## src/rtl/operand_loader_if.sv

```systemverilog
// Operand loader bus: byte stream in, operand/strobe side out, FPU done back.
// Handshake: a byte moves on a rising clk edge where in_valid & in_ready are
// both high; the source holds in_valid/in_data stable until that edge, and
// in_ready depends only on loader state (never on in_valid).
// master = the loader itself, slave = the byte source / register / FPU side.
interface operand_loader_if #(
   parameter int SIZE = 32
);
   logic            in_valid;
   logic [7:0]      in_data;
   logic            in_ready;
   logic [SIZE-1:0] dout;
   logic            ld_a;
   logic            ld_b;
   logic            start;
   logic            fpu_done;
   logic            busy;
   logic            err;

   modport master (
      input  in_valid, in_data, fpu_done,
      output in_ready, dout, ld_a, ld_b, start, busy, err
   );

   modport slave (
      output in_valid, in_data, fpu_done,
      input  in_ready, dout, ld_a, ld_b, start, busy, err
   );
endinterface

```

## src/rtl/operand_loader.sv

```systemverilog
// operand_loader: byte-serial front end that assembles operand A then B
// (MSB byte first), strobes ld_a/ld_b into the operand registers, pulses
// start and waits for fpu_done before taking the next pair.
// Optional macro LOADER_PARITY_EN: each operand is followed by an even-parity
// byte (bit 0 = XOR of all operand bits); a mismatch pulses err and drops
// the pair. Without the macro err is tied low.
// o_state exposes the FSM state encoding for debug/checkers.
module operand_loader #(
   parameter int SIZE = 32
) (
   input  logic              clk,
   input  logic              rst,
   operand_loader_if.master  io_bus,
   output logic [3:0]        o_state
);

   localparam int NB = SIZE / 8;
   localparam int CW = (NB > 1) ? $clog2(NB) : 1;
   localparam logic [CW-1:0] LAST = CW'(NB - 1);

`ifdef LOADER_PARITY_EN
   typedef enum logic [3:0] {
      S_LOAD_A  = 4'd0,
      S_LATCH_A = 4'd1,
      S_LOAD_B  = 4'd2,
      S_LATCH_B = 4'd3,
      S_START   = 4'd4,
      S_WAIT    = 4'd5,
      S_PAR_A   = 4'd6,
      S_PAR_B   = 4'd7,
      S_ERR     = 4'd8
   } state_t;
`else
   typedef enum logic [3:0] {
      S_LOAD_A  = 4'd0,
      S_LATCH_A = 4'd1,
      S_LOAD_B  = 4'd2,
      S_LATCH_B = 4'd3,
      S_START   = 4'd4,
      S_WAIT    = 4'd5
   } state_t;
`endif

   state_t          r_state;
   state_t          w_next;
   logic [CW-1:0]   r_cnt;
   logic [SIZE-1:0] r_dout;
   logic [SIZE-1:0] w_shift;
   logic            w_ready;
   logic            w_xfer;
   logic            w_load;
   logic            w_last;

   // Data bytes shift into dout only in the load states; parity bytes do not.
   assign w_load = (r_state == S_LOAD_A) || (r_state == S_LOAD_B);
`ifdef LOADER_PARITY_EN
   logic w_par_ok;
   assign w_ready  = w_load || (r_state == S_PAR_A) || (r_state == S_PAR_B);
   assign w_par_ok = ((^r_dout) == io_bus.in_data[0]);
`else
   assign w_ready  = w_load;
`endif
   assign w_xfer = io_bus.in_valid && w_ready;
   assign w_last = (r_cnt == LAST);

   generate
      if (SIZE == 8) begin : g_byte
         assign w_shift = io_bus.in_data;
      end else begin : g_wide
         assign w_shift = {r_dout[SIZE-9:0], io_bus.in_data};
      end
   endgenerate

   // State register; reset lands in LOAD_A and drops any partial operand.
   always_ff @(posedge clk or posedge rst) begin
      if (rst) begin
         r_state <= S_LOAD_A;
      end else begin
         r_state <= w_next;
      end
   end

   // Operand shift register and byte counter, advanced only on data transfers.
   always_ff @(posedge clk or posedge rst) begin
      if (rst) begin
         r_dout <= '0;
         r_cnt  <= '0;
      end else if (w_xfer && w_load) begin
         r_dout <= w_shift;
         r_cnt  <= w_last ? '0 : r_cnt + 1'b1;
      end
   end

   // Next-state decode; fpu_done is only looked at in WAIT.
   always_comb begin
      w_next = r_state;
      case (r_state)
         S_LOAD_A: begin
            if (io_bus.in_valid && w_last) begin
`ifdef LOADER_PARITY_EN
               w_next = S_PAR_A;
`else
               w_next = S_LATCH_A;
`endif
            end
         end
         S_LATCH_A: w_next = S_LOAD_B;
         S_LOAD_B: begin
            if (io_bus.in_valid && w_last) begin
`ifdef LOADER_PARITY_EN
               w_next = S_PAR_B;
`else
               w_next = S_LATCH_B;
`endif
            end
         end
         S_LATCH_B: w_next = S_START;
         S_START:   w_next = S_WAIT;
         S_WAIT: begin
            if (io_bus.fpu_done) begin
               w_next = S_LOAD_A;
            end
         end
`ifdef LOADER_PARITY_EN
         S_PAR_A: begin
            if (io_bus.in_valid) begin
               w_next = w_par_ok ? S_LATCH_A : S_ERR;
            end
         end
         S_PAR_B: begin
            if (io_bus.in_valid) begin
               w_next = w_par_ok ? S_LATCH_B : S_ERR;
            end
         end
         S_ERR:     w_next = S_LOAD_A;
`endif
         default:   w_next = S_LOAD_A;
      endcase
   end

   // Moore outputs decoded from state only.
   assign io_bus.in_ready = w_ready;
   assign io_bus.dout     = r_dout;
   assign io_bus.ld_a     = (r_state == S_LATCH_A);
   assign io_bus.ld_b     = (r_state == S_LATCH_B);
   assign io_bus.start    = (r_state == S_START);
   assign io_bus.busy     = (r_state == S_START) || (r_state == S_WAIT);
`ifdef LOADER_PARITY_EN
   assign io_bus.err      = (r_state == S_ERR);
`else
   assign io_bus.err      = 1'b0;
`endif
   assign o_state         = r_state;

endmodule

```

## src/flat_wrapper.sv

```systemverilog
// flat-port wrapper written by rule: the top's interface ports become plain ports
module operand_loader_flat 
#(
   parameter int SIZE = 32
)
  (clk, rst, o_state, io_bus_in_valid, io_bus_in_data, io_bus_fpu_done, io_bus_in_ready, io_bus_dout, io_bus_ld_a, io_bus_ld_b, io_bus_start, io_bus_busy, io_bus_err);
  operand_loader_if #(.SIZE(SIZE)) io_bus_i ();
  input  logic clk;
  input  logic rst;
  output logic [3:0] o_state;
  input wire logic [$bits(io_bus_i.in_valid)-1:0] io_bus_in_valid;
  input wire logic [$bits(io_bus_i.in_data)-1:0] io_bus_in_data;
  input wire logic [$bits(io_bus_i.fpu_done)-1:0] io_bus_fpu_done;
  output wire logic [$bits(io_bus_i.in_ready)-1:0] io_bus_in_ready;
  output wire logic [$bits(io_bus_i.dout)-1:0] io_bus_dout;
  output wire logic [$bits(io_bus_i.ld_a)-1:0] io_bus_ld_a;
  output wire logic [$bits(io_bus_i.ld_b)-1:0] io_bus_ld_b;
  output wire logic [$bits(io_bus_i.start)-1:0] io_bus_start;
  output wire logic [$bits(io_bus_i.busy)-1:0] io_bus_busy;
  output wire logic [$bits(io_bus_i.err)-1:0] io_bus_err;
  assign io_bus_i.in_valid = io_bus_in_valid;
  assign io_bus_i.in_data = io_bus_in_data;
  assign io_bus_i.fpu_done = io_bus_fpu_done;
  assign io_bus_in_ready = io_bus_i.in_ready;
  assign io_bus_dout = io_bus_i.dout;
  assign io_bus_ld_a = io_bus_i.ld_a;
  assign io_bus_ld_b = io_bus_i.ld_b;
  assign io_bus_start = io_bus_i.start;
  assign io_bus_busy = io_bus_i.busy;
  assign io_bus_err = io_bus_i.err;
  operand_loader #(.SIZE(SIZE)) u_core (.clk(clk), .rst(rst), .io_bus(io_bus_i), .o_state(o_state));
endmodule
```

## config.mk

```make
export PLATFORM = sky130hd
export DESIGN_NAME = operand_loader_flat
export DESIGN_NICKNAME = d
export VERILOG_FILES = /design/src/rtl/operand_loader_if.sv /design/src/rtl/operand_loader.sv /design/src/flat_wrapper.sv
export SDC_FILE = /design/constraint.sdc
export NUM_CORES = 1
export LEC_CHECK = 0
export BUFFER_PORTS_ARGS = -buffer_cell sky130_fd_sc_hd__buf_4
export CORE_ASPECT_RATIO = 1.75
export CORE_MARGIN = 5
export CORE_UTILIZATION = 45
export CTS_BUF_LIST = sky130_fd_sc_hd__clkbuf_8
export DETAILED_ROUTE_END_ITERATION = 6
export PLACE_DENSITY = 0.78
export SYNTH_ARGS = -nofsm -noshare
export SYNTH_HDL_FRONTEND = slang
export SYNTH_SLANG_ARGS = --single-unit
```

## constraint.sdc

```tcl
create_clock -name clk -period 2.7 [get_ports clk]
set_input_delay 0.27 -clock clk [delete_from_list [all_inputs] [get_ports clk]]
set_output_delay 0.27 -clock clk [all_outputs]
set_load 0.01 [all_outputs]
```

Word-level counts from Yosys, hierarchy flattened
Cells that the tools add are included.
{"block": "classes", "n_reduce_logical": 7, "addsub": 1, "mux": 5, "eq_ne": 9}
{"operator": "case mux 4 bit (6 select lines)", "n": 1}
{"operator": "two-way mux 4 bit", "n": 3}
{"operator": "== test 4 x 2 -> 1 bit, second input constant", "n": 2}
{"operator": "== test 4 x 3 -> 1 bit, second input constant", "n": 2}
{"operator": "inequality test 2 bit, second input constant", "n": 3}
{"operator": "== test 4 x 1 -> 1 bit, second input constant", "n": 1}
{"operator": "logical NOT 4 bit", "n": 1}
{"operator": "logical AND 1 bit", "n": 3}
{"operator": "AND reduction 3 bit", "n": 1}
{"operator": "adder 2 x 1 -> 2 bit, second input constant", "n": 1}
{"operator": "== test 2 bit, second input constant", "n": 1}
{"operator": "logical OR 1 bit", "n": 2}
{"operator": "two-way mux 2 bit", "n": 1}
{"block": "totals", "regBits": 38, "elab_cells": 25, "out_inout_bits": 42}

Depth between registers and ports, before layout
Gate-level depths: netlist of run 1.
{"block": "logic_depth", "ltp_word": 4, "ltp_mapped": 4, "ltp_nobuf": 3}

Least setup slack after synthesis of run 1
No wires, ideal clock.
{"block": "synth_timing", "path_kind": "flip-flop to flip-flop", "from": "register u_core.r_state[0] (netlist: u_core.o_state[0])", "to": "register u_core.r_dout[2] (netlist: u_core.io_bus.dout[2])", "required_ps": 2575, "setup_slack_ps": 1138, "setup_ps": 125, "path_buffers": 2, "arrival_ps": 1437, "path_stages_with_launch": 5, "path_cell_list": "dfrtp_1 buf_2 nor3b_4 buf_6 mux2_2"}
{"block": "synth_via", "elab_chain_len": 4, "word_cells_on_any_way": 5, "classes_between": "eq/ne: 1; reduce/logical: 4"}
{"item": "start, declared", "line_no": "operand_loader.sv:44", "rtl": "state_t r_state;"}
{"item": "start signal, assigned", "line_no": "operand_loader.sv:79", "rtl": "r_state <= w_next;"}
{"item": "== test 4 x 2 -> 1 bit / logical NOT 4 bit (equally long branches)", "line_no": "operand_loader.sv:55", "rtl": "assign w_load = (r_state == S_LOAD_A) || (r_state == S_LOAD_B);"}
{"item": "logical OR 1 bit *", "line_no": "operand_loader.sv:55"}
{"item": "logical AND 1 bit", "line_no": "operand_loader.sv:63", "rtl": "assign w_xfer = io_bus.in_valid && w_ready;"}
{"item": "logical AND 1 bit *", "line_no": "operand_loader.sv:88", "rtl": "end else if (w_xfer && w_load) begin"}
{"item": "end signal, assigned", "line_no": "operand_loader.sv:89", "rtl": "r_dout <= w_shift;"}
{"item": "end, declared", "line_no": "operand_loader.sv:47", "rtl": "logic [SIZE-1:0] r_dout;"}
Mark *: on every way between the ends. The rest lies on a longest branch, timed or not.
A chain may end at the register's enable or synchronous reset.

Final worst setup path of run 1
{"block": "layout_timing", "from": "register u_core.r_state[2] (netlist: u_core.o_state[2])", "to": "register u_core.r_dout[27] (netlist: u_core.io_bus.dout[27])"}
Same word-level chain as after synthesis.

==> out/qor.yml, run 1 <==
place:
  place_hpwl_um: 2028
  place_area_sq_um: 1876
  gp_congestion: 0.6878
  portBuffers: 51
worst_setup_path:
  startpoint_type: "flop"
  crit_slowest_cell: "dfrtp_1"
  path_delay_family: "flip-flops"
  critPathRequiredTime_ns: 2.86
  crit_end: "u_core.io_bus.dout[27]$_DFFE_PP0P_"
  critical_path_depth: 3
  cp.arrival_ns: 1.75
  rr_endpoint: "u_core.io_bus.dout[27]$_DFFE_PP0P_"
  cp.buffers_inverters: 1
  crit_fanout: 35
  max_stage_delay_ns: 0.46
  rrSetupSlack_ns: 1.12
  critPathLaunch: "u_core.o_state[2]$_DFFE_PP0P_"
  path_cells: "nor3b_4 -> buf_4 -> mux2_2"
  end_kind: "flop"
  reg2reg_from: "u_core.o_state[2]$_DFFE_PP0P_"
  r2r_cells: 3
  crit_type: "flop to flop"
global_routing:
  grt.total_usage_pct: 13.57
  grt_pass1_vias: 980
  grt_pass1_wl_um: 4422
  antenna_found_initial: 0
  grt_max_degree: 36
  grt-ovfl-total: 0
clock_tree:
  hold_buffers: 0
  clockRootBuffer: "clkbuf_8"
  h-tree-depth: 2
  worstSkewPairLatency_ns: 0.28
  cts_made_buffers: 5
  post_cts_buffers: 0
  cts_num_sinks: 37
  clk_pin_slew_ns: 0.07
  post_cts_resized: 0
  cts_tree: "yes"
  cts_buffer_depth: 2
yosys:
  yosysWarnings: 0
  synth_area_per_cell_sq_um: 15.85
  ys_types: 18
  netlist_top_cells_area: "dfrtp_1, mux2_2, mux2_1"
  seq_area_frac_synth_pct: 62.82
  netlist_area_sq_um: 1474
  synthCells: 93
  synthDominantCellAreaShare_pct: 62.82
  synth_top_area_cell: "dfrtp_1"
  ys_ff_latch: 37
detailed_routing:
  top_layer_used: "met4"
  wl_met2_um: 1505
  dr.first_iter.drc_count: 9
  routed_wl_um: 2650
  firstDrtPassIters: 2
  ant_nets: 0
  wl_per_cell_um: 13.80
  drc: 0
  wl_met3_um: 203
  dr_total_vias: 911
  via_per_inst: 4.745
  met1_length_um: 879
sta:
  post-route-min-period_ns: 1.583
  slew_headroom_pct: 61.78
  drv_slew: 0
  hold_slack_ns: 0.04371
  hold_viol_final: 0
  min_period_over_period_pct: 58.63
  rsz0062_at_grt: "no"
  finalSetupViolations: 0
  max_freq_ghz: 0.6318
  worstMarginPinSlew_ns: 0.5727
  fin_skew_ns: 0.003508
  final.setup.tns_ns: 0
pwr:
  switchingPower_w: 0.0008359
  leakage_nw: 0.9475
  clock_power_share_pct: 15.7
  internal-power_w: 0.001760
  p_seq_share_pct: 40.7
  sw_frac_of_total_pct: 32.21
  p_comb_share_pct: 43.6
  powerDensity_nw_per_um2: 1313
  vdd.ir_drop.worst_v: 0.0007534
floorplanning:
  fp.dieW_um: 53.26
  core_area_sq_um: 3142
  ios: 54
  rows: 27
  die_area_sq_um: 4565
  die_h_um: 85.71
  start_util_pct: 46.91
layout:
  drive_gt1_share_pct: 61.07
  diodes: 0
  post-route-util_pct: 62.92
  fin_area_sq_um: 1977
  nNetsFinal: 161
  fillerInstances: 260
  area_delta_synth_final_pct: 34.13
min_path:
  min_path_type: "input port to asynchronous set/reset pin"
job:
  maxCapViolCount: 0
status:
  status: "completed"
-- power by group through the flow --
stage | Clock, W | Sequential, W | Combinational, W
after floorplan | 0 | 0.00115 | 0.000521
after global placement | 0 | 0.00105 | 0.00112
final | 0.000408 | 0.00106 | 0.00113
after CTS | 0.000421 | 0.00106 | 0.00116
after global routing | 0.000441 | 0.00111 | 0.00122
after detailed placement | 0 | 0.00107 | 0.00116
-- cells by family after synthesis --
| kind of cell | Yosys count | share of synthesized area, % |
|---|---|---|
| and+or+nand+nor | 9 | 4.245 |
| other | 1 | 0.2544 |
| buffers and inverters | 8 | 4.159 |
| adders and majority gates | 1 | 0.8488 |
| DFF | 37 | 62.82 |
| AOI/OAI and AO/OA | 2 | 1.104 |
| xor gates and xnor gates | 1 | 0.5943 |
| muxes | 34 | 25.98 |
-- final cells by class --
cell class                 instances  area (sq um)  area share [%]
clock buffer                       7         96.34           4.873
clock inverter                     1         5.005          0.2532
inverter                           2         7.507          0.3797
multi-input combinational         49         490.5           24.81
sequential                        37         925.9           46.84
tap                               43         53.80           2.722
timing repair buffer              53         397.9           20.13
-- cells in the mapped netlist, drive strengths merged --
cell,n
dfrtp,37
mux2,34
buf,6
nor2,4
inv,2
nor3b,2
and2,1
and3b,1
conb,1
ha,1
nand2b,1
o21bai,1
o2bb2ai,1
xnor2,1
-- cell usage in the layout, fill, tap and decap left out, types with 2 or more instances in the layout --
cell,n
buf_4,53
dfrtp_1,37
mux2_2,29
clkbuf_8,7
mux2_1,5
nor2_1,4
inv_1,2
conb_1,2
-- worst register-to-register path: stages, from the launching register on --
cell	delay, ns
dfrtp_1	0.46
nor3b_4	0.21
buf_4	0.40
mux2_2	0.40
-- worst min path at each step --
stage                           start                                 end  slack, ns  cells after the start
floorplan           io_bus_in_data[0]   u_core.io_bus.dout[0]$_DFFE_PP0P_       0.40                      1
global placement                  rst  u_core.io_bus.dout[22]$_DFFE_PP0P_       0.35                      2
detailed placement                rst  u_core.io_bus.dout[22]$_DFFE_PP0P_       0.38                      2
CTS                               rst  u_core.io_bus.dout[22]$_DFFE_PP0P_       0.07                      2
global route                      rst  u_core.io_bus.dout[22]$_DFFE_PP0P_        0.1                      2
finish                            rst  u_core.io_bus.dout[22]$_DFFE_PP0P_       0.04                      2
-- metal layers --
layer	global-route usage, %	vias up
met5	0	-
met3	5.391	4
met2	23.46	31
met4	8.372	0
li1	-	421
met1	12.59	455
-- metrics by stage --
stage                     setup WS [ns]  power (W)  cells
after global routing             0.9935   0.002774    192
after detailed placement          1.115   0.002233    184
after floorplan                   1.138   0.001671     94
after CTS                         1.103   0.002645    192
final                             1.117   0.002595    192
after global placement            1.171   0.002171    184
-- flip-flops by register name, indices dropped and copies added (netlist names) --
name,count
u_core.io_bus.dout,32
u_core.r_cnt,2
u_core.o_state,3
Power figures use the tool's default switching activity.
==> run 2: changes to the inputs <==
- PLACE_DENSITY: 0.78 -> 0.81
- clock period: 2.7 -> 1.3 ns (I/O delays scaled with it)
==> run 2 against run 1 <==
The flow now finishes with violations (negative setup slack). Clock-buffer cell count shrank 2. Die area unchanged. Cell area rose by 4.6%. Critical path type unchanged. Critical endpoint is now u_core.io_bus.dout[24]$_DFFE_PP0P_. Highest routed layer unchanged.
==> out/qor.yml, run 2 (synthesis results as in run 1) <==
floorplanning:
  rows: 27
  core_area_sq_um: 3142
  die_h_um: 85.71
  start_util_pct: 46.91
  fp.dieW_um: 53.26
  ios: 54
  die_area_sq_um: 4565
worst_setup_path:
  r2r_cells: 3
  crit_type: "flop to flop"
  rr_endpoint: "u_core.io_bus.dout[24]$_DFFE_PP0P_"
  end_kind: "flop"
  critPathRequiredTime_ns: 1.47
  reg2reg_from: "u_core.o_state[0]$_DFFE_PP0P_"
  crit_fanout: 26
  rrSetupSlack_ns: -0.05
  critPathLaunch: "u_core.o_state[0]$_DFFE_PP0P_"
  startpoint_type: "flop"
  cp.arrival_ns: 1.52
  crit_end: "u_core.io_bus.dout[24]$_DFFE_PP0P_"
detailed_routing:
  firstDrtPassIters: 2
  dr.first_iter.drc_count: 10
  dr_total_vias: 913
  drc: 0
  routed_wl_um: 2791
  wl_per_cell_um: 14.24
  via_per_inst: 4.658
  ant_nets: 0
pwr:
  leakage_nw: 0.9922
  vdd.ir_drop.worst_v: 0.001829
  powerDensity_nw_per_um2: 2825
clock_tree:
  cts_buffer_depth: 2
  cts_made_buffers: 5
  clockRootBuffer: "clkbuf_8"
  clk_pin_slew_ns: 0.07
  h-tree-depth: 2
  worstSkewPairLatency_ns: 0.28
  cts_tree: "yes"
  post_cts_buffers: 0
  cts_num_sinks: 37
sta:
  drv_slew: 0
  setup_ws_ns: -0.05351
  min_period_over_period_pct: 104.1
  finalSetupViolations: 36
  final.setup.tns_ns: -1.324
  fin_skew_ns: 0.005709
  hold_viol_final: 0
  post-route-min-period_ns: 1.354
  rsz0062_at_grt: "yes"
  max_freq_ghz: 0.7388
global_routing:
  antenna_found_initial: 0
  grt_pass1_wl_um: 4781
  grt.total_usage_pct: 14.28
  grt-ovfl-total: 0
  grt_max_degree: 38
  grt_pass1_vias: 1058
layout:
  area_delta_synth_final_pct: 40.24
  nNetsFinal: 165
  drive_gt1_share_pct: 62.75
  final_common_cell: "buf_4"
  stdcell_count: 196
  multi_input_area_sq_um: 503.0
  fillerInstances: 257
  ff_latch_area_sq_um: 925.9
  fin_area_sq_um: 2067
  final_cell_mix: "buf_4, dfrtp_1, mux2_2"
  diodes: 0
  largest_reg_flops: 32
min_path:
  min_path_type: "input port to flop"
job:
  maxCapViolCount: 0
place:
  place_hpwl_um: 2033
  portBuffers: 51
  gp_congestion: 0.6950
  place_area_sq_um: 1911
  post-place-ws_ns: -0.04868
  dp_cells: 187
status:
  status: "finished with violations"
  violations: "negative setup slack"
==> run 2: worst min-delay path by stage <==
stage	slack, ns	to	cells past startpoint	start
final	0.06	u_core.io_bus.dout[1]$_DFFE_PP0P_	2	io_bus_in_data[1]
after global routing	0.07	u_core.io_bus.dout[2]$_DFFE_PP0P_	2	io_bus_in_data[2]
after CTS	0.05	u_core.io_bus.dout[1]$_DFFE_PP0P_	2	io_bus_in_data[1]
after detailed placement	0.27	u_core.io_bus.dout[26]$_DFFE_PP0P_	3	rst
after global placement	0.26	u_core.io_bus.dout[28]$_DFFE_PP0P_	3	rst
after floorplan	0.26	u_core.io_bus.dout[0]$_DFFE_PP0P_	1	io_bus_in_data[0]
==> run 2: repair_timing <==
action / CTS / global route
resized for setup: 2 / 0
hold buffers: 1 / 0
endpoints found under the hold margin: 37 / 0
setup endpoints to repair: 38 / 37
==> run 2: routing by layer <==
layer	share of wire, %	vias to the layer above	wire length, um	track usage (%)
met4	2.1	0	60	6.977
met3	5.7	6	158	3.826
met2	58	27	1629	25.36
li1	-	429	-	-
met5	0	-	0	0
met1	34	451	942	14.66
==> run 2: final cells by class <==
type,instances,share of cell area [%]
multi-input combinational,49,24.33
timing repair buffer,57,21.43
tap,43,2.603
sequential,37,44.79
clock buffer,5,3.329
clock inverter,3,3.148
inverter,2,0.3632
==> run 2: report_power, final <==
group / switching [W] / total (W) / internal, W
Clock: 0.000399 / 0.00116 / 0.000762
Combinational: 0.000987 / 0.00250 / 0.00151
Sequential: 0.000424 / 0.00218 / 0.00175
==> run 2: critical path: stages, from the launching register on <==
cell and delay [ns]:
dfrtp_1 0.41, nor3b_4 0.26, buf_12 0.21, mux2_2 0.35
==> run 2: through the flow <==
stage	power, W	utilization, %	hold slack [ns]
2_1_floorplan	0.003480	-	0.2647
6_report	0.005838	65.79	0.06139
3_3_place_gp	0.004597	60.81	0.2552
4_1_cts	0.005943	65.79	0.05262
5_1_grt	0.006226	65.79	0.06907
3_5_place_dp	0.004714	60.81	0.2697
